<file path="src/rtl/led_event_blinker.sv">
// Turns single-cycle event strobes into visible LED blinks, one blink per event.
// Events arriving mid-blink are queued in a saturating counter and replayed in order.
module led_event_blinker #(
  parameter int ON_CYCLES   = 6250000,
  parameter int OFF_CYCLES  = 6250000,
  parameter int MAX_PENDING = 15
) (
  input  logic       i_Clk,
  input  logic       i_Rst_L,
  input  logic       i_Event,
  output logic       o_LED,
  output logic       o_Busy,
  output logic [3:0] o_Pending,
  output logic       o_Drop
);

  typedef enum logic [1:0] {
    IDLE,
    ON,
    OFF
  } state_t;

  localparam logic [31:0] ON_LAST  = 32'(ON_CYCLES - 1);
  localparam logic [31:0] OFF_LAST = 32'(OFF_CYCLES - 1);
  localparam logic [3:0]  MAX_P    = 4'(MAX_PENDING);

  state_t      r_State;
  logic [31:0] r_Count;
  logic [3:0]  r_Pending;
  logic        r_Drop;
  logic        w_Deq;

  // A blink starts either from idle or straight out of the OFF gap.
  always_comb begin
    w_Deq = 1'b0;
    if (r_Pending != 4'd0) begin
      if (r_State == IDLE)
        w_Deq = 1'b1;
      else if ((r_State == OFF) && (r_Count == OFF_LAST))
        w_Deq = 1'b1;
    end
  end

  always_ff @(posedge i_Clk) begin
    if (!i_Rst_L) begin
      r_State   <= IDLE;
      r_Count   <= 32'd0;
      r_Pending <= 4'd0;
      r_Drop    <= 1'b0;
    end else begin
      r_Drop <= 1'b0;
      // Simultaneous enqueue and dequeue cancel out and never count as a drop.
      if (i_Event && !w_Deq) begin
        if (r_Pending < MAX_P)
          r_Pending <= r_Pending + 4'd1;
        else
          r_Drop <= 1'b1;
      end else if (!i_Event && w_Deq) begin
        r_Pending <= r_Pending - 4'd1;
      end

      case (r_State)
        IDLE: begin
          if (r_Pending != 4'd0) begin
            r_State <= ON;
            r_Count <= 32'd0;
          end
        end
        ON: begin
          if (r_Count == ON_LAST) begin
            r_State <= OFF;
            r_Count <= 32'd0;
          end else begin
            r_Count <= r_Count + 32'd1;
          end
        end
        OFF: begin
          if (r_Count == OFF_LAST) begin
            r_Count <= 32'd0;
            r_State <= (r_Pending != 4'd0) ? ON : IDLE;
          end else begin
            r_Count <= r_Count + 32'd1;
          end
        end
        default: begin
          r_State <= IDLE;
          r_Count <= 32'd0;
        end
      endcase
    end
  end

  assign o_LED     = (r_State == ON);
  assign o_Busy    = (r_State != IDLE) || (r_Pending != 4'd0);
  assign o_Pending = r_Pending;
  assign o_Drop    = r_Drop;

endmodule
</file>
<file path="config.mk">
export PLATFORM = sky130hd
export DESIGN_NAME = led_event_blinker
export DESIGN_NICKNAME = d
export VERILOG_FILES = /design/src/rtl/led_event_blinker.sv
export SDC_FILE = /design/constraint.sdc
export NUM_CORES = 1
export LEC_CHECK = 0
export CORE_AREA = 2 2 87 72
export DETAILED_ROUTE_END_ITERATION = 12
export DIE_AREA = 0 0 89 74
export PLACE_DENSITY_LB_ADDON = 0.05
export SLEW_MARGIN = 20
export SYNTH_ARGS = -nofsm -noshare
export SYNTH_HDL_FRONTEND = slang
export SYNTH_SLANG_ARGS = --single-unit
</file>
<file path="constraint.sdc">
create_clock -name i_Clk -period 2.51 [get_ports i_Clk]
set_input_delay 0.502 -clock i_Clk [delete_from_list [all_inputs] [get_ports i_Clk]]
set_output_delay 0.502 -clock i_Clk [all_outputs]
set_load 0.05 [all_outputs]
</file>
==> results_dict.tcl, run 1 <==
set metrics [dict create \
    numCtsBuffers 5 \
    start_kind "register" \
    pin_count 10 \
    grt_remaining_overflow 0 \
    final_cells 352 \
    io_buffers 9 \
    syn_inst 232 \
    fill_cells 609 \
    hold_violations 0 \
    drc_errors 0 \
    syn_area_mm2 0.001987 \
    synth_edf_count 0 \
    synthArstFlopShare 0 \
    cp_slowest_stage_delay_ns 0.55 \
    rsz0062_at_grt "yes" \
    status "finished clean" \
    dp.cells 343 \
    worst-r2r-cell-count 10 \
    vias_per_cell 4.707 \
    critPathCaptureType "register" \
    fin_crit_sh 0.9642 \
    grt_first_pass_wirelength_um 7714 \
    h-tree-depth 2 \
    crit_required_ns 2.74 \
    cts_tree "built" \
    place_congestion 0.7522 \
    cp_max_fo 3 \
    final.setup_skew_ns 0.01051 \
    n_antenna_cell 0 \
    layout_common_cells "nor2_1, dfxtp_1, buf_4, nand2_1, xor2_1" \
    drt-initial-drc-count 114 \
    path_clk_slew_ns 0.08 \
    die_area_mm2 0.006586 \
    power.total_uw 2023 \
    register_area_um2 802.0 \
    arrival_ns 2.65 \
    tns_ns 0 \
    critPathSlowestCell "or4_4" \
    cap_violations 0 \
    grt_antenna_before_repair 0 \
    dr.pass1.iters 4 \
    synth_nets 243 \
    timing.fmax_mhz 413.2 \
    nets 281 \
    report.final.slew_viol_count 0 \
    cts_max_path_buffers 2 \
    power.leakage_uw 0.0009510 \
    synth_ff_type "dfxtp_1" \
    wirelength_um 4554 \
    power_density_mw_per_mm2 798.0 \
    path_cells "ha_4, and3_4, nand3_1, or4_4, nand3_4, ha_4, a21o_1, a21oi_2, or3b_4, nand4_1" \
    setup_viol 0 \
    reg2reg_from "r_Count[1]" \
    synth_cell_types 39 \
    die_h_um 74 \
    critPathLaunch "r_Count[1]" \
    area_growth_pct 27.58 \
    die_w_um 89 \
    hp-class "register to register" \
    grt_max_degree 30 \
    avgSynthCellArea_um2 8.564 \
    peakVddDrop_uv 398.4 \
    seq_area_frac_synth 0.3929 \
    rows 25 \
    period_needed_ns 2.420 \
    synth_seq_cells 39 \
    hold_path.startpoint "r_State[1]" \
    dp_hpwl_um 3311 \
    layout-drive-gt1-share 0.2362 \
    start_util 0.3452 \
    crit_path_frequent_cell "ha_4" \
    max_slew_margin 0.6567 \
    utilization 0.4404 \
    final_common_cell "nor2_1" \
    yosysWarnings 0 \
    root_buffer "clkbuf_8" \
    grt_usage 0.1524 \
    grt_pass1_vias 1561 \
    hold-path-cell-count 2 \
    postRouteAntennaNets 0 \
    tightestPinTransition_ns 0.5134 \
    via_count 1657 \
    core_area_mm2 0.005756 \
    worst-setup-path-type "register to register" \
    clk_latency_ns 0.29 \
    post_drt_wl_per_cell_um 12.94 \
    multi_input_area_mm2 0.001210 \
    cts_sinks 39 \
]
==> flip-flops by register name (all words and copies together), names as in the netlist <==
register	flops
o_Drop	1
r_State	2
r_Count	32
o_Pending	4
==> final timing paths <==
path / endpoint / slack, ns
hold reg to reg: r_State[1] / 0.49
setup reg to reg: o_Pending[3] / 0.09
hold / removal: r_State[1] / 0.49
setup / recovery: o_Pending[3] / 0.09
==> layer usage <==
layer / share of wire / global-route usage / up-vias
li1: - / - / 879
met1: 0.57 / 0.2389 / 749
met2: 0.39 / 0.2007 / 23
met3: 0.028 / 0.03552 / 6
met4: 0.011 / 0.05307 / 0
met5: 0 / 0 / -
==> metrics by stage <==
step | hold slack [ns] | cell area, um^2 | setup WS (ns)
after floorplan | 0.4666 | 2032 | 0.02810
after detailed placement | 0.5005 | 2399 | -0.04174
after global routing | 0.5122 | 2535 | -0.01994
after global placement | 0.4916 | 2399 | 0.001801
final | 0.4865 | 2535 | 0.08978
after CTS | 0.5178 | 2486 | 0.01828
==> timing repair <==
| action | in CTS | in global routing |
|---|---|---|
| setup buffers | 0 | 1 |
| hold buffers | 0 | 0 |
| setup endpoints to repair | 1 | 1 |
| pin swaps | 1 | 5 |
| gates resized for setup | 1 | 9 |
==> critical path: cells and delay by family, from the launching register on <==
kind,cells,cell delay (ns)
AO/OA/AOI/OAI,2,0.30
adder cells (fa/ha/maj),2,0.33
AND/OR/NAND/NOR,6,1.37
flip-flops,1,0.36
==> cells in the mapped netlist, types with 2 or more instances <==
cell type	count	share of area
a21o_1	3	0.011
a21oi_1	6	0.015
and3_1	6	0.019
and3_2	3	0.011
buf_2	3	0.0076
buf_6	2	0.011
clkbuf_1	2	0.0038
dfxtp_1	39	0.39
ha_1	7	0.044
inv_1	5	0.0094
mux2i_1	3	0.015
nand2_1	22	0.042
nand3_1	12	0.030
nand4_1	9	0.028
nand4b_1	3	0.013
nor2_1	41	0.077
nor2b_1	2	0.0063
nor3_1	8	0.020
nor3b_1	2	0.0076
nor4_2	2	0.013
o21ai_0	4	0.010
or3_1	2	0.0063
xnor2_1	13	0.057
xor2_1	18	0.079
==> power breakdown <==
part | leakage (uW) | switching [uW] | internal (uW) | total (uW)
clock network | 0.0000422 | 218 | 195 | 414
registers | 0.000320 | 38.5 | 674 | 713
logic | 0.000589 | 518 | 378 | 896
total | 0.000951 | 775 | 1250 | 2020
==> cell type report <==
cell class              instances  share of cell area
inverters                       6            0.008885
clock inverters                 1            0.001974
clock buffers                   7             0.03011
repair buffers                 38              0.1254
well taps                      81             0.03998
flip-flops and latches         39              0.3164
multi-input cells             180              0.4773
==> cells by family after synthesis <==
| kind of cell | after synthesis | synth area share |
|---|---|---|
| AO/OA/AOI/OAI | 16 | 0.05164 |
| XOR/XNOR | 31 | 0.1366 |
| adder cells (fa/ha/maj) | 8 | 0.05415 |
| buffers and inverters | 13 | 0.03400 |
| flip-flops | 39 | 0.3929 |
| multiplexers | 3 | 0.01511 |
| AND/OR/NAND/NOR | 122 | 0.3155 |
(Power assumes the default switching activity.)
==> inputs of run 2 (changes only) <==
PLACE_DENSITY = 0.53   (was not set)
PLACE_DENSITY_LB_ADDON = not set   (was 0.05)
==> run 2 against run 1 <==
Net effect:
- clock power down 3%
- setup slack worse by 0.0068 ns
- power down 1.4%
- via count up 0.36%
- sequential share of layout area about the same
- maximum frequency down 0.28%
- final area down 0.44%
- sequential power down 1%
- die area unchanged
- core utilization down 0.20 points
==> results_dict.tcl, run 2 (synthesis gave the netlist of run 1 again) <==
set metrics [dict create \
    status "finished clean" \
    largest_register_ffs 32 \
    start_util 0.3452 \
    core_area_mm2 0.005756 \
    critPathSlowestCell "or4_4" \
    regMostFlops "r_Count" \
    place_congestion 0.7908 \
    hp-class "register to register" \
    final_common_cell "nor2_1" \
    clk_latency_ns 0.29 \
    arrival_ns 2.65 \
    setup_viol 0 \
    report.final.slew_viol_count 0 \
    rsz0062_at_grt "yes" \
    timing.fmax_mhz 412.0 \
    period_needed_ns 2.427 \
    power.leakage_uw 0.0009512 \
    grt_usage 0.1403 \
    hold_buffers 0 \
    numCtsBuffers 5 \
    die_area_mm2 0.006586 \
    cp_slowest_stage_delay_ns 0.55 \
    fin_crit_sh 0.9669 \
    grt_antenna_before_repair 0 \
    grt_pass1_vias 1494 \
    power_density_mw_per_mm2 790.3 \
    drc_errors 0 \
    grt_remaining_overflow 0 \
    vias_per_cell 4.738 \
    root_buffer "clkbuf_8" \
    nets 281 \
    p_sw_frac 0.3787 \
    start_kind "register" \
    die_w_um 89 \
    path_delay_family "simple AND/OR/NAND/NOR gates" \
    layout_common_cells "nor2_1, dfxtp_1, buf_4, nand2_1, xor2_1" \
    dp.cells 341 \
    tightestPinTransition_ns 0.5064 \
    clkPwrFrac 0.201 \
    final.setup_skew_ns 0.009276 \
    n_antenna_cell 0 \
    drt-initial-drc-count 92 \
    via_count 1663 \
    peakVddDrop_uv 519.3 \
    grt_max_degree 30 \
    dr.pass1.iters 4 \
    cts_max_path_buffers 2 \
    cp_max_fo 4 \
    postRouteAntennaNets 0 \
    path_cells "ha_2, and3_4, nand3_2, or4_4, nand3_4, ha_4, a21o_1, a21oi_2, or3b_4, nand4_1" \
    cap_violations 0 \
    design_area_mm2 0.002524 \
    max_slew_margin 0.6617 \
    hold_violations 0 \
    die_h_um 74 \
    area_growth_pct 27.02 \
    post_drt_wl_per_cell_um 12.32 \
    comb_power_share 0.444 \
    layout-drive-gt1-share 0.2259 \
    crit_required_ns 2.73 \
    dp_hpwl_um 3156 \
    path_clk_slew_ns 0.08 \
    internal_power_uw 1239 \
    cts_sinks 39 \
    utilization 0.4385 \
    io_buffers 9 \
    cts_tree "built" \
    rows 25 \
    grt_first_pass_wirelength_um 6989 \
    h-tree-depth 2 \
    switchingPower_uw 755.4 \
    pin_count 10 \
    power_frac_seq 0.354 \
    wirelength_um 4323 \
    critPathBufInv 0 \
    final_cells 351 \
    place_area_mm2 0.002384 \
    worst-setup-path-type "register to register" \
    critPathCaptureType "register" \
]
-- run 2: power by group through the flow --
stage | Combinational (uW) | Sequential [uW] | Clock [uW]
2_1_floorplan | 508 | 810 | 0
3_3_place_gp | 861 | 720 | 0
3_5_place_dp | 860 | 719 | 0
4_1_cts | 864 | 705 | 414
5_1_grt | 972 | 712 | 442
6_report | 886 | 706 | 402
-- run 2: path summary, 6_finish.rpt --
kind	startpoint	slack [ns]	to	cells past startpoint
max	r_Count[0]	0.08	o_Pending[3]	10
max reg2reg	r_Count[0]	0.08	o_Pending[3]	10
min reg2reg	r_Count[11]	0.51	r_Count[11]	2
min	r_Count[11]	0.51	r_Count[11]	2
-- run 2: worst reg2reg max path, stage by stage (launching register included) --
cell and delay, ns:
dfxtp_2 0.33, ha_2 0.17, and3_4 0.19, nand3_2 0.05, or4_4 0.55, nand3_4 0.11, ha_4 0.21, a21o_1 0.16
a21oi_2 0.15, or3b_4 0.38, nand4_1 0.07
-- run 2: repair_timing --
action                     4_1_cts  5_1_grt
setup endpoints to repair        1        1
gates cloned                     0        0
setup buffers                    0        3
pin swaps                        1        9
gates resized for setup          1        6
hold endpoints to repair         0        0
-- run 2: cell type report --
| class | instances | area, um^2 |
|---|---|---|
| fillers | 587 | 3232 |
| multi-input cells | 180 | 1206 |
| flip-flops and latches | 39 | 799.5 |
| repair buffers | 38 | 317.8 |
| well taps | 81 | 101.3 |
| clock buffers | 7 | 76.32 |
| inverters | 6 | 22.52 |
-- run 2: per-stage QoR --
step	worst slack [ns]	power, uW	setup TNS [ns]	hold slack, ns
final	0.08301	1994	0	0.5068
after CTS	0.009259	1983	0	0.5080
after floorplan	0.02810	1318	0	0.4666
after global placement	0.02439	1582	0	0.4941
after detailed placement	0.008005	1579	0	0.4955
after global routing	-0.03254	2127	-0.03254	0.5474
-- run 2: per-layer routing --
metal,up-vias,share of wire,global-route usage
li1,869,-,-
met1,768,0.53,0.2079
met2,19,0.42,0.2040
met3,7,0.038,0.03330
met4,0,0.011,0.03980
met5,-,0,0
